==> src/rtl/hex_digit_scanner.sv <==
// Time-multiplexed hex digit scanner for a 7-segment display with a shared decoder.
// Anode dead-time per slot; the displayed value is double-buffered and swapped only at frame wrap.
module hex_digit_scanner #(
    parameter int NUM_DIGITS   = 4,
    parameter int REFRESH_DIV  = 50000,
    parameter int DEAD_CYCLES  = 500,
    parameter bit AN_ACTIVE_LO = 1'b1
) (
    input  logic                          clk,
    input  logic                          rst_n,
    input  logic [4*NUM_DIGITS-1:0]       value,
    input  logic [NUM_DIGITS-1:0]         blank_mask,
    input  logic                          load,
    output logic [3:0]                    digit_hex,
    output logic [NUM_DIGITS-1:0]         an,
    output logic [$clog2(NUM_DIGITS)-1:0] digit_idx,
    output logic                          frame_done
);

    localparam int CW = $clog2(REFRESH_DIV);
    localparam int IW = $clog2(NUM_DIGITS);
    localparam logic [CW-1:0] CNT_LAST  = CW'(REFRESH_DIV - 1);
    localparam logic [CW-1:0] DEAD_LAST = (DEAD_CYCLES > 0) ? CW'(DEAD_CYCLES - 1) : '0;
    localparam logic [IW-1:0] IDX_LAST  = IW'(NUM_DIGITS - 1);

    typedef enum logic {
        ST_DEAD = 1'b0,
        ST_ON   = 1'b1
    } state_t;

    localparam state_t SLOT_START = (DEAD_CYCLES > 0) ? ST_DEAD : ST_ON;

    state_t                  state_r;
    state_t                  state_next_s;
    logic [CW-1:0]           cnt_r;
    logic [IW-1:0]           idx_r;
    logic [4*NUM_DIGITS-1:0] pend_value_r;
    logic [NUM_DIGITS-1:0]   pend_mask_r;
    logic                    pend_valid_r;
    logic [4*NUM_DIGITS-1:0] shadow_value_r;
    logic [NUM_DIGITS-1:0]   shadow_mask_r;
    logic                    frame_done_r;
    logic                    slot_end_s;
    logic                    wrap_s;
    logic [NUM_DIGITS-1:0]   an_act_s;

    assign slot_end_s = (cnt_r == CNT_LAST);
    assign wrap_s     = slot_end_s && (idx_r == IDX_LAST);

    // Slot state register.
    always_ff @(posedge clk or negedge rst_n) begin
        if (!rst_n) begin
            state_r <= SLOT_START;
        end else begin
            state_r <= state_next_s;
        end
    end

    // Slot next-state: dark phase at slot start, lit once the dead time has elapsed.
    always_comb begin
        state_next_s = state_r;
        if (slot_end_s) begin
            state_next_s = SLOT_START;
        end else begin
            case (state_r)
                ST_DEAD: begin
                    if (cnt_r == DEAD_LAST) begin
                        state_next_s = ST_ON;
                    end else begin
                        state_next_s = ST_DEAD;
                    end
                end
                ST_ON:   state_next_s = ST_ON;
                default: state_next_s = SLOT_START;
            endcase
        end
    end

    // Slot cycle counter, digit index and frame-wrap pulse.
    always_ff @(posedge clk or negedge rst_n) begin
        if (!rst_n) begin
            cnt_r        <= '0;
            idx_r        <= '0;
            frame_done_r <= 1'b0;
        end else begin
            frame_done_r <= wrap_s;
            if (slot_end_s) begin
                cnt_r <= '0;
                if (idx_r == IDX_LAST) begin
                    idx_r <= '0;
                end else begin
                    idx_r <= idx_r + IW'(1);
                end
            end else begin
                cnt_r <= cnt_r + CW'(1);
            end
        end
    end

    // Double buffer: a load arriving on the wrap edge goes straight to the shadow copy.
    always_ff @(posedge clk or negedge rst_n) begin
        if (!rst_n) begin
            pend_value_r   <= '0;
            pend_mask_r    <= '0;
            pend_valid_r   <= 1'b0;
            shadow_value_r <= '0;
            shadow_mask_r  <= '0;
        end else begin
            if (wrap_s) begin
                pend_valid_r <= 1'b0;
                if (load) begin
                    shadow_value_r <= value;
                    shadow_mask_r  <= blank_mask;
                end else if (pend_valid_r) begin
                    shadow_value_r <= pend_value_r;
                    shadow_mask_r  <= pend_mask_r;
                end
            end else if (load) begin
                pend_value_r <= value;
                pend_mask_r  <= blank_mask;
                pend_valid_r <= 1'b1;
            end
        end
    end

    // Anode decode from registered state only.
    always_comb begin
        an_act_s = '0;
        if ((state_r == ST_ON) && !shadow_mask_r[idx_r]) begin
            an_act_s[idx_r] = 1'b1;
        end else begin
            an_act_s = '0;
        end
    end

    assign an         = AN_ACTIVE_LO ? ~an_act_s : an_act_s;
    assign digit_hex  = shadow_value_r[{idx_r, 2'b00} +: 4];
    assign digit_idx  = idx_r;
    assign frame_done = frame_done_r;

endmodule
==> config.mk <==
export PLATFORM = sky130hd
export DESIGN_NAME = hex_digit_scanner
export DESIGN_NICKNAME = d
export VERILOG_FILES = /design/src/rtl/hex_digit_scanner.sv
export SDC_FILE = /design/constraint.sdc
export NUM_CORES = 1
export LEC_CHECK = 0
export ABC_AREA = 1
export BUFFER_PORTS_ARGS = -buffer_cell sky130_fd_sc_hd__buf_2
export CAP_MARGIN = 20
export CELL_PAD_IN_SITES_DETAIL_PLACEMENT = 1
export CELL_PAD_IN_SITES_GLOBAL_PLACEMENT = 1
export CORE_ASPECT_RATIO = 0.7
export CORE_MARGIN = 4
export CORE_UTILIZATION = 46
export DETAILED_ROUTE_END_ITERATION = 8
export PLACE_DENSITY_LB_ADDON = 0.1
export SETUP_SLACK_MARGIN = 0.05
export SLEW_MARGIN = 20
export SYNTH_ARGS = -nofsm -noshare
export SYNTH_HDL_FRONTEND = slang
export SYNTH_SLANG_ARGS = --single-unit
==> constraint.sdc <==
create_clock -name clk -period 3.75 [get_ports clk]
set_clock_uncertainty 0.2 [all_clocks]
set_input_delay 0.375 -clock clk [delete_from_list [all_inputs] [get_ports clk]]
set_output_delay 0.375 -clock clk [all_outputs]
set_load 0.005 [all_outputs]
# ---- After elaboration in Yosys (flattened, before gate mapping)
# Cells that the tools add are included.
dict set report op_classes {
  n_bitwise 3
  eq_ne 3
  add_sub_neg 2
  shifts 1
  n_reduce_logical 8
  order_cmp 2
  muxes 16
}
# cell n
set ops {}
lappend ops {{$mux W16} 3}
lappend ops {{$add A16 B1 Y16 const B} 1}
lappend ops {{$eq A16 B16 Y1 const B} 1}
lappend ops {{$eq A16 B9 Y1 const B} 1}
lappend ops {{$shiftx A16 B5 Y4} 1}
lappend ops {{$mux W4} 3}
lappend ops {{$mux W1} 6}
lappend ops {{$not A4 Y4} 1}
lappend ops {{$reduce_and A2 Y1} 2}
lappend ops {{$reduce_bool A2 Y1} 2}
lappend ops {{$logic_and A1 B1 Y1} 3}
lappend ops {{$lt A2 B3 Y1 const B} 1}
lappend ops {{$add A2 B1 Y2 const B} 1}
lappend ops {{$bmux W1 S2} 1}
lappend ops {{$demux W1 S2} 1}
lappend ops {{$eq A2 B2 Y1 const B} 1}
lappend ops {{$ge A2 B1 Y1 const B} 1}
lappend ops {{$mux W2} 1}
lappend ops {{$not A1 Y1} 2}
lappend ops {{$pmux W1 S2} 1}
lappend ops {{$logic_not A1 Y1} 1}
dict set report totals {
  out_inout_bits 11
  ff_bits 61
  word_cells 44
}

# ---- Logic depth before layout (Yosys ltp)
# Gate-level depths: netlist of the first run.
dict set report logic_depth {
  depth_word 6
  depth_mapped 9
  ltp_nobuf 8
}

# ---- Worst setup path before layout of the first run
# Ideal clock, no wire load.
dict set report synth_timing {
  path_kind {flip-flop to output port}
  start {reg idx_r[0] (netlist: digit_idx[0])}
  end {out an[0]}
  n_path_buf 1
  t_required_ns 3.175
  arrival_ns 1.066
  path_stages_with_launch 6
  path_slack_ns 2.109
  cell_sequence {dfrtp_1 -> clkbuf_1 -> nand2_1 -> nand3_1 -> a21oi_1 -> nand2_1}
}
dict set report synth_via {
  elab_chain_cells 6
  elab_cells_between_ends 11
  cone_classes {2 x order compare; 5 x mux; 1 x bitwise; 3 x reduce/logical}
}
# item line_no
set synth_lines {}
lappend synth_lines {{from (decl)} 36} ;# logic [IW-1:0] idx_r;
lappend synth_lines {{from (signal assigned)} 92} ;# idx_r <= idx_r + IW'(1);
lappend synth_lines {{$lt A2 B3 Y1 (implied by the code) (tied with other cells)} 130} ;# an_act_s[idx_r] = 1'b1;
lappend synth_lines {{$logic_and A1 B1 Y1 (implied by the code) / $mux W1 (equally long branches)} {130, 129}}
lappend synth_lines {{$mux W1 (implied by the code) / $logic_not A1 Y1 (equally long branches)} {130, 129}}
lappend synth_lines {{$demux W1 S2 / $logic_and A1 B1 Y1 (equally long branches)} {130, 129}}
lappend synth_lines {{$mux W4 *} 129} ;# if ((state_r == ST_ON) && !shadow_mask_r[idx_r]) begin
lappend synth_lines {{$not A4 Y4 *} 136} ;# assign an = AN_ACTIVE_LO ? ~an_act_s : an_act_s;
lappend synth_lines {{to (decl)} 15} ;# output logic [NUM_DIGITS-1:0] an,
# Mark *: on every way between the ends. The rest lies on a longest branch, timed or not. The select of a mux whose other input is x is not followed.

# ---- Worst setup path after layout of the first run
dict set report layout_timing {
  start {reg idx_r[0] (netlist: digit_idx[0])}
  end {out an[3]}
}
# Same word-level chain as after synthesis.

==> results by group, run 1 <==
Run status
  • Status: finished clean

Floorplan
  • Die width: around 110 microns
  • Die H: between 70 and 80 microns
  • Full die area: ~8400 sq um
  • Core Box Area: about 6800 sq um
  • FP Rows: 25
  • Ports: 34
  • Starting density of the core: around 48%

Layout
  • Commonest non-fill, non-tap cell in the layout: nand2_1
  • ANT cells: 0
  • Nets: 482
  • Most frequent cells in the layout: 139 x nand2_1, 61 x dfrtp_1, 43 x inv_1, 36 x nor2_1
  • Layout cells sized above 1: a little over an eighth
  • Area Growth Syn to Fin: 13.62%
  • Cell area after layout: between 3000 and 4000 sq um

CTS
  • Worst skew pair latency: between 0.3 and 0.4 ns
  • Clock buffer depth: 2
  • CTS buffer count: 9
  • CTS Root Cell: clkbuf_8
  • Post-CTS Resized: 0
  • H-tree Lvls: 3
  • CTS tree: yes
  • Clock transition at path regs: about 0.07 ns
  • Clk sinks: 61

Detailed routing
  • Residual DRC count: 0
  • DR vias: 2846
  • Routed WL per cell: between 15 and 20 microns
  • Initial drt markers: 140
  • Routed Antenna Nets: 0
  • DRT Pass-1 Iters: 4
  • Routed WL: around 8900 microns
  • Vias per inst: 5.156

STA
  • Final Max Slew Viols: 0
  • Worst-margin pin slew: 0.9442 ns
  • Final min period: between 2 and 3 ns
  • Max-slew headroom: 36.98%
  • Endpoints failing hold: 0
  • Crit share post-route: around 70%
  • WHS: about 0.086 ns
  • Count of final setup violators: 0
  • Setup TNS: 0 ns
  • Achievable Freq: between 300 and 400 MHz
  • Setup slack after layout: approximately 1.1 ns
  • RSZ-0062 raised after global routing: false

Setup path
  • Crit end category: output pin
  • Critical path data required time: approximately 3.2 ns
  • Worst-path fanout max: 15
  • Worst path cell trace: inv_1 -> nand2_1 -> nand3_1 -> a21oi_1 -> nand2_1 -> buf_2
  • RR Startpoint: digit_idx[0]
  • Reg2reg end: shadow_mask_r[3]
  • Crit-path most repeated cell: nand2_1
  • Levels on crit path: 6
  • Crit. Startpoint: digit_idx[0]
  • Crit path capture: an[3]
  • R2r setup slk: 1.25 ns
  • Crit Path Class: reg2out
  • Reg2Reg Depth: 5
  • Critical Path AT: 2.05 ns
  • Top Family by Delay on Critical Path: flip-flops
  • Max incr delay on CP: around 0.6 ns
  • Startpoint Class: register
  • CP max stage cell: dfrtp_1
  • Buf/Inv on CP: 2

Logic synthesis
  • Syn Area/Cell: around 7.6 sq um
  • Yosys warns: 0
  • Mapped Nets: roughly 450
  • Synth cell types: 24
  • Sequential area share after synthesis: between 40% and 50%
  • Gate Count Post-Synth: approximately 420
  • Mapped cell area: between 3000 and 4000 sq um
  • FF+latch count, synth: 61

Pwr
  • Worst vdd ir: just over 0.2 mV
  • Internal: between 1 and 1.5 mW
  • Sw Share: 22.96%
  • Leak: between 1.5 and 2 nW
  • Net load switching power: between 0.3 and 0.4 mW
  • Logic pwr share: a little over 6%
  • Power, Total: between 1 and 1.5 mW
  • Seq pwr share: 47.5%
  • Pwr dens: 396.2 nW/um^2
  • Clock power share: 46.4%

Placement
  • Setup WS pre-CTS: 1.282 ns
  • RD Place Congestion: approximately 0.79
  • Dpl cell area: 3417 sq um
  • Dpl hpwl: 6211 microns
  • Port-buffer cells: 33

GRT
  • Vias in the first global route: between 2k and 3k
  • First-pass GRT wire length: between 15000 and 20000 microns
  • GR Overflow Total: 0
  • Total GRT Usage: 23.16%
  • Antenna violations before repair: 0
  • Largest net degree at the start of global routing: 62

Run
  • Max-Cap Viols: 0

Worst hold path
  • Hold Path Class: in2reg
-- kinds of logic (layout without fill, tap and decap cells) --
family	count (synthesis)	after routing	share of synthesized area [%]
and+or+nand+nor	240	240	32.11
buffers and inverters	66	100	9.030
DFF	61	61	47.49
AOI/OAI and AO/OA	43	43	6.851
xor gates and xnor gates	8	8	2.180
adders and majority gates	6	6	2.335
-- cell usage after synthesis, drive strengths merged --
| library cell | instances | area share [%] |
|---|---|---|
| ha | 6 | 2.3 |
| buf | 16 | 3.2 |
| xor2 | 7 | 1.9 |
| nand3 | 32 | 5.1 |
| clkbuf | 6 | 0.70 |
| xnor2 | 1 | 0.27 |
| nor3 | 3 | 0.47 |
| nor2 | 39 | 4.9 |
| or2 | 1 | 0.19 |
| a21oi | 6 | 0.93 |
| o21ai | 33 | 5.1 |
| nand4 | 22 | 4.3 |
| nand2 | 141 | 17 |
| inv | 44 | 5.1 |
| nor3b | 2 | 0.47 |
| o22ai | 4 | 0.78 |
| dfrtp | 61 | 47 |
-- state kept, by name, summed over array words and instances (netlist names) --
name and flops:
pend_mask_r 4, pend_valid_r 1, frame_done 1, shadow_value_r 16, pend_value_r 16, shadow_mask_r 4, digit_idx 2, state_r 1
cnt_r 16
-- metal layers --
layer	vias to the layer above	global-route usage [%]	wire, microns
li1	1406	-	-
met1	1370	36.82	4901
met2	59	31.45	3574
met3	11	5.071	359
met4	0	5.801	85
met5	-	0	0
-- stage by stage --
step / utilization [%] / cells
floorplan: - / 424
global placement: 50.57 / 535
detailed placement: 50.57 / 535
CTS: 54.06 / 552
global route: 54.06 / 552
finish: 54.06 / 552
-- how the worst min path moves through the flow --
| stage | startpoint | end | cells after the start |
|---|---|---|---|
| after global placement | pend_mask_r[3] | pend_mask_r[3] | 2 |
| after CTS | value[6] | pend_value_r[6] | 3 |
| after global routing | value[5] | pend_value_r[5] | 3 |
| final | value[6] | pend_value_r[6] | 3 |
| after detailed placement | pend_mask_r[1] | pend_mask_r[1] | 2 |
| after floorplan | rst_n | cnt_r[0] | 0 |
-- cell type report --
cell class,count,area [sq um]
Fill cell,892,3104
Sequential cell,61,1526
Multi-Input combinational cell,297,1398
Timing Repair Buffer,40,220.2
Inverter,44,165.2
Clock buffer,12,155.1
Tap cell,94,117.6
Clock inverter,4,70.07
-- what timing repair did --
item                                   4_1_cts  5_1_grt
hold buffers                                 1        0
setup buffers                                0        0
endpoints found under the hold margin       34        0
-- power by group through the flow --
stage	logic [mW]	clock network [mW]	registers (mW)
global route	0.104	0.724	0.689
detailed placement	0.0878	0	0.699
finish	0.0882	0.672	0.687
global placement	0.0848	0	0.698
floorplan	0.0472	0	0.697
CTS	0.0897	0.683	0.687
-- worst register-to-register path: stages, from the launching register on --
cell and delay (ns):
dfrtp_1 0.61, ha_1 0.23, buf_4 0.26, nand4_1 0.71
nand2_1 0.28, nand2_1 0.09
Note: power is estimated with default switching activity, not from simulation.
==> run 2: changes to the inputs <==
ABC_AREA = 0   (was 1)
CORE_UTILIZATION = 48   (was 46)
clock period = 2.7 ns   (was 3.75 ns; I/O delays follow)
==> results by group, run 2 <==
Logic synthesis
  • Yosys warns: 0 (unchanged)
  • Mapped cell area: 2999 sq um (-6.7%)
  • Synth cell types: 37 (+54%)
  • FF+latch count, synth: 61 (unchanged)
  • Sequential area share after synthesis: 50.90% (+3.4 points)
  • Area share of the largest cell type after synthesis: 50.90% (+3.4 points)
  • Post-synth EDFFs: 0 (unchanged)
  • Gate Count Post-Synth: 217 (-49%)
  • Syn Area/Cell: 13.82 sq um (+82%)
  • Prevailing post-synth register cell: dfrtp_1
  • Most frequent cell after synthesis: dfrtp_1
  • Asr flop ratio synth: 100.0% (unchanged)
  • Synth area leader: dfrtp_1
  • Synth area leaders: dfrtp_1 51%, mux2_2 14%, mux2_4 10%
  • Mapped Nets: 246 (-46%)
  • Commonest cells post-synth: 61 x dfrtp_1, 36 x mux2_2, 20 x mux2_4

STA
  • Worst-margin pin slew: 0.5428 ns (-0.4014 ns)
  • Final min period: about 2.4 ns
  • Count of final setup violators: 0 (unchanged)
  • Final Max Slew Viols: 0 (unchanged)
  • Crit share post-route: 87.50%
  • Max-slew headroom: 63.53% (+27 points)
  • WHS: 0.05504 ns (-0.03067 ns)
  • Setup TNS: 0 ns (unchanged)
  • Endpoints failing hold: 0 (unchanged)
  • RSZ-0062 raised after global routing: false
  • Achievable Freq: about 420 MHz

Layout
  • Area Growth Syn to Fin: 20.94%
  • Final core utilization: 61.48% (+7.4 points)
  • Biggest regs: cnt_r x16, pend_value_r x16, shadow_value_r x16
  • Nets: 305 (-37%)
  • Final non-filler cell total: 354 (-36%)
  • Layout cells sized above 1: 41.94% (+29 points)
  • Commonest non-fill, non-tap cell in the layout: dfrtp_1
  • ANT cells: 0 (unchanged)
  • Most frequent cells in the layout: 61 x dfrtp_1, 36 x mux2_2, 33 x buf_2, 21 x dlygate4sd3_1, 20 x mux2_4

Pwr
  • Worst vdd ir: 0.2851 mV (+38%)
  • Net load switching power: 0.4246 mW (+28%)
  • Pwr dens: 542.5 nW/um^2 (+37%)
  • Clock power share: 42.4% (-4.0 points)
  • Sw Share: 21.58% (-1.4 points)
  • Logic pwr share: 8.8% (+2.7 points)
  • Internal: 1.543 mW (+38%)
  • Seq pwr share: 48.8% (+1.3 points)
  • Leak: 1.722 nW (-9.8%)

CTS
  • Clock transition at path regs: 0.07 ns (about the same)
  • H-tree Lvls: 3 (unchanged)
  • Clock buffer depth: 2 (unchanged)
  • CTS buffer count: 9 (unchanged)
  • CTS Root Cell: clkbuf_8
  • Post-CTS Resized: 0 (unchanged)
  • Clk sinks: 61 (unchanged)
  • Worst skew pair latency: 0.34 ns (about the same)
  • Post CTS Setup Buffer Count: 0 (unchanged)
  • CTS tree: yes
  • Hold buffer count at cts: 21 (+20)

Placement
  • Port-buffer cells: 33 (unchanged)
  • RD Place Congestion: 0.7912 (+0.67%)
  • Dpl hpwl: 4433 microns (-29%)
  • Placed Cells: 319 (-40%)

Setup path
  • Max incr delay on CP: 0.45 ns (-0.16 ns)
  • Critical Path AT: 2.39 ns (+0.34 ns)
  • Crit. Startpoint: cnt_r[0]
  • Critical path data required time: 2.72 ns (-0.45 ns)
  • RR Startpoint: cnt_r[0]
  • CP max stage cell: and3b_4
  • Top Family by Delay on Critical Path: simple AND/OR/NAND/NOR gates
  • Buf/Inv on CP: 0 (-2)
  • Worst path cell trace: ha_1 -> and3_1 -> and4_1 -> and3b_4 -> mux2_2
  • Worst-path fanout max: 20 (+5)
  • Startpoint Class: register
  • Crit end category: register
  • Crit Path Class: reg2reg

Floorplan
  • Core Box Area: 5899 sq um (-13%)
  • Die width: 102.5 microns (-5.0%)
  • FP Rows: 23 (-8.0%)
  • Full die area: 7597 sq um (-9.7%)
  • Die H: 74.14 microns (-4.9%)
  • Ports: 34 (unchanged)
  • Starting density of the core: 50.84% (+3.3 points)

Detailed routing
  • Routed WL per cell: 18.66 microns (+15%)
  • DRT Pass-1 Iters: 4 (unchanged)
  • Routed Antenna Nets: 0 (unchanged)
  • Routed WL: 6606 microns (-26%)
  • Vias per inst: 5.316 (+3.1%)
  • DR vias: 1882 (-34%)
  • Residual DRC count: 0 (unchanged)
  • Initial drt markers: 90 (-36%)

GRT
  • Vias in the first global route: 2056 (-29%)
  • Total GRT Usage: 19.40% (-3.8 points)
  • GR Overflow Total: 0 (unchanged)
  • Antenna violations before repair: 0 (unchanged)
  • Largest net degree at the start of global routing: 36 (-42%)
  • First-pass GRT wire length: 10850 microns (-28%)

Run status
  • Status: finished clean

Worst hold path
  • Hold Path Class: in2async

Run
  • Max-Cap Viols: 0 (unchanged)
-- run 2: worst reg2reg max path, stage by stage (launching register included) --
cell and delay, ns:
dfrtp_1 0.41, ha_1 0.19, and3_1 0.26, and4_1 0.35, and3b_4 0.45, mux2_2 0.38
-- run 2: power by group through the flow --
stage	Clock (mW)	Combinational (mW)	Sequential (mW)
CTS	0.848	0.175	0.960
global route	0.898	0.188	0.963
floorplan	0	0.0959	0.972
global placement	0	0.146	0.976
detailed placement	0	0.151	0.977
finish	0.834	0.173	0.961
-- run 2: layout make-up --
type	instances	area (sq um)
Clock buffer	13	168.9
Sequential cell	61	1526
Multi-Input combinational cell	141	1380
Clock inverter	1	30.03
Timing Repair Buffer	59	412.9
Tap cell	75	93.84
Inverter	4	15.01
Fill cell	582	2272
-- run 2: kinds of logic after synthesis --
logic type / count (synthesis) / share of synthesized area (%)
xor+xnor: 11 / 3.212
flops: 61 / 50.90
fa+ha+maj: 6 / 2.503
simple gates: 49 / 9.137
buf+inv: 15 / 3.087
compound gates: 9 / 2.044
mux: 66 / 29.12
-- run 2: final timing paths --
kind	end	slack [ns]	cells after the start
min in group clk	pend_valid_r	0.18	3
min reg2reg	shadow_value_r[6]	0.30	1
max in group asynchronous	cnt_r[5]	1.58	3
min	pend_value_r[4]	0.06	2
max reg2reg	shadow_value_r[9]	0.34	5
max	shadow_value_r[9]	0.34	5
-- run 2: layer usage --
| metal | global-route usage [%] | share of wire (%) | wire, microns | vias up |
|---|---|---|---|---|
| met4 | 4.949 | 0.82 | 54 | 0 |
| li1 | - | - | - | 882 |
| met3 | 7.498 | 4.5 | 298 | 6 |
| met2 | 27.18 | 41 | 2728 | 38 |
| met5 | 0 | 0 | 0 | - |
| met1 | 28.31 | 53 | 3524 | 956 |
-- run 2: metrics by stage --
step                worst slack, ns  power, mW  cell area, sq um
floorplan                    0.6274      1.067              2999
global placement             0.3831      1.122              3218
detailed placement           0.3521      1.128              3218
CTS                          0.3345      1.984              3627
global route                 0.1898      2.049              3627
finish                       0.3375      1.968              3627
==> run 3: changes to the inputs <==
REMOVE_ABC_BUFFERS = 1   (was not set)
==> results by group, run 3 (synthesized netlist as in run 2, its figures left out) <==
Setup path
  • Critical path data required time: 2.23 ns (-0.49 ns)
  • Worst path cell trace: mux4_2 -> nor2_1 -> nand2_1 -> buf_2
  • Reg2Reg Depth: 5 (unchanged)
  • Max incr delay on CP: 0.53 ns (+0.08 ns)
  • R2r setup slk: 0.38 ns (+0.04 ns)
  • Critical Path AT: 1.93 ns (-0.46 ns)
  • RR Startpoint: cnt_r[0]
  • Worst-path fanout max: 6 (-70%)
  • Startpoint Class: register
  • Crit Path Class: reg2out
  • Crit end category: output pin
  • CP max stage cell: mux4_2
  • Reg2reg end: shadow_value_r[11]

STA
  • Final min period: 2.397 ns (+0.03419 ns)
  • Achievable Freq: 417.2 MHz (-1.4%)
  • WHS: 0.1441 ns (+0.08904 ns)
  • Endpoints failing hold: 0 (unchanged)
  • Setup TNS: 0 ns (unchanged)
  • Crit share post-route: 88.77% (+1.3 points)
  • Max-slew headroom: 48.90% (-15 points)
  • Worst-margin pin slew: 0.7666 ns (+0.2237 ns)
  • Final Max Slew Viols: 0 (unchanged)
  • Count of final setup violators: 0 (unchanged)
  • RSZ-0062 raised after global routing: false

GRT
  • First-pass GRT wire length: 10940 microns (+0.83%)
  • Largest net degree at the start of global routing: 62 (+72%)
  • Antenna violations before repair: 0 (unchanged)
  • GR Overflow Total: 0 (unchanged)
  • Total GRT Usage: 19.83% (+0.42 points)
  • Vias in the first global route: 2059 (+0.15%)

Worst hold path
  • Hold Crit Start: load
  • Hold Path Class: in2reg
  • Hold Path Stages: 3
  • Hold EP: pend_valid_r

CTS
  • CTS buffer count: 9 (unchanged)
  • Clock transition at path regs: 0.07 ns (about the same)
  • Clock buffer depth: 2 (unchanged)
  • Clk sinks: 61 (unchanged)
  • CTS Root Cell: clkbuf_8
  • Worst skew pair latency: 0.35 ns (about the same)
  • H-tree Lvls: 3 (unchanged)
  • Post-CTS Resized: 0 (unchanged)
  • CTS tree: yes

Floorplan
  • Starting density of the core: 50.84% (unchanged)
  • Die width: 102.5 microns (unchanged)
  • Ports: 34 (unchanged)
  • Full die area: 7597 sq um (unchanged)
  • Core Box Area: 5899 sq um (unchanged)
  • FP Rows: 23 (unchanged)
  • Die H: 74.14 microns (unchanged)

Placement
  • Dpl hpwl: 4135 microns (-6.7%)
  • Port-buffer cells: 33 (unchanged)
  • RD Place Congestion: 0.7859 (-0.67%)
  • Placed Cells: 318 (-0.31%)

Detailed routing
  • DRT Pass-1 Iters: 4 (unchanged)
  • Routed Antenna Nets: 0 (unchanged)
  • Routed WL per cell: 18.24 microns (-2.2%)
  • Routed WL: 6476 microns (-2.0%)
  • Initial drt markers: 61 (-32%)
  • Residual DRC count: 0 (unchanged)
  • DR vias: 1868 (-0.74%)
  • Vias per inst: 5.262 (-1.0%)

Layout
  • Most frequent cells in the layout: 61 x dfrtp_1, 36 x mux2_2, 33 x buf_2, 21 x dlygate4sd3_1, 20 x mux2_4
  • ANT cells: 0 (unchanged)
  • Layout cells sized above 1: 42.14% (+0.21 points)
  • Commonest non-fill, non-tap cell in the layout: dfrtp_1
  • Filler cells: 585 (+0.52%)
  • Area Growth Syn to Fin: 21.57%
  • Biggest regs: cnt_r x16, pend_value_r x16, shadow_value_r x16
  • Final non-filler cell total: 355 (+0.28%)
  • Final core utilization: 61.80% (+0.32 points)
  • Nets: 304 (-0.33%)

Pwr
  • Worst vdd ir: 0.4238 mV (+49%)
  • Leak: 1.732 nW (+0.58%)
  • Pwr dens: 566.7 nW/um^2 (+4.5%)

Run status
  • Status: finished clean

Run
  • Max-Cap Viols: 0 (unchanged)
==> run 3: changes by cell type in the layout (fill, tap and decap cells not counted) <==
cell / previous run / this run
clkinv_2: 0 / 2
buf_4: 5 / 4
bufinv_16: 1 / 2
clkbuf_8: 12 / 11
==> run 3: repair_timing <==
item                      4_1_cts  5_1_grt
hold endpoints to repair       81        0
setup buffers                   0        0
hold buffers                   21        0
==> run 3: layout make-up <==
class | count | area [sq um] | share of cell area, %
Clock buffer | 12 | 155.1 | 4.255
Inverter | 4 | 15.01 | 0.4118
Sequential cell | 61 | 1526 | 41.87
Timing Repair Buffer | 58 | 405.4 | 11.12
Clock inverter | 4 | 70.07 | 1.922
Multi-Input combinational cell | 141 | 1380 | 37.85
Tap cell | 75 | 93.84 | 2.574
==> run 3: metrics by stage <==
step                power, mW  setup WS [ns]  cell area (sq um)
floorplan               1.060         0.3961               2922
global placement        1.118         0.4670               3211
detailed placement      1.124         0.4440               3211
CTS                     2.090         0.2830               3646
global route            2.157         0.2302               3646
finish                  2.066         0.3033               3646
==> run 3: power breakdown <==
part           total (mW)  switching (mW)  leakage (nW)  internal, mW
Clock               0.935           0.368         0.116         0.567
Combinational       0.169          0.0634         0.828         0.106
Sequential          0.962          0.0181         0.787         0.944
Total                2.07           0.449          1.73          1.62
==> run 3: per-layer routing <==
metal / part of all wire [%] / vias up / global-route usage [%]
li1: - / 892 / -
met1: 51 / 929 / 27.81
met2: 44 / 37 / 28.83
met3: 4.0 / 10 / 6.467
met4: 1.6 / 0 / 7.424
met5: 0 / - / 0
==> run 3: worst max-delay path by stage <==
stage / start / to / slack, ns / depth (start not counted)
CTS: digit_idx[0] / an[3] / 0.28 / 4
global route: digit_idx[1] / an[3] / 0.23 / 4
floorplan: cnt_r[0] / shadow_mask_r[0] / 0.40 / 5
global placement: cnt_r[0] / shadow_value_r[13] / 0.47 / 5
finish: digit_idx[0] / an[3] / 0.30 / 4
detailed placement: cnt_r[0] / shadow_value_r[9] / 0.44 / 5
==> run 3: critical path: cells and delay by family (launching register included) <==
family / cells / cell delay, ns
DFF: 1 / 0.47
muxes: 1 / 0.53
and+or+nand+nor: 2 / 0.44
buffers and inverters: 1 / 0.14
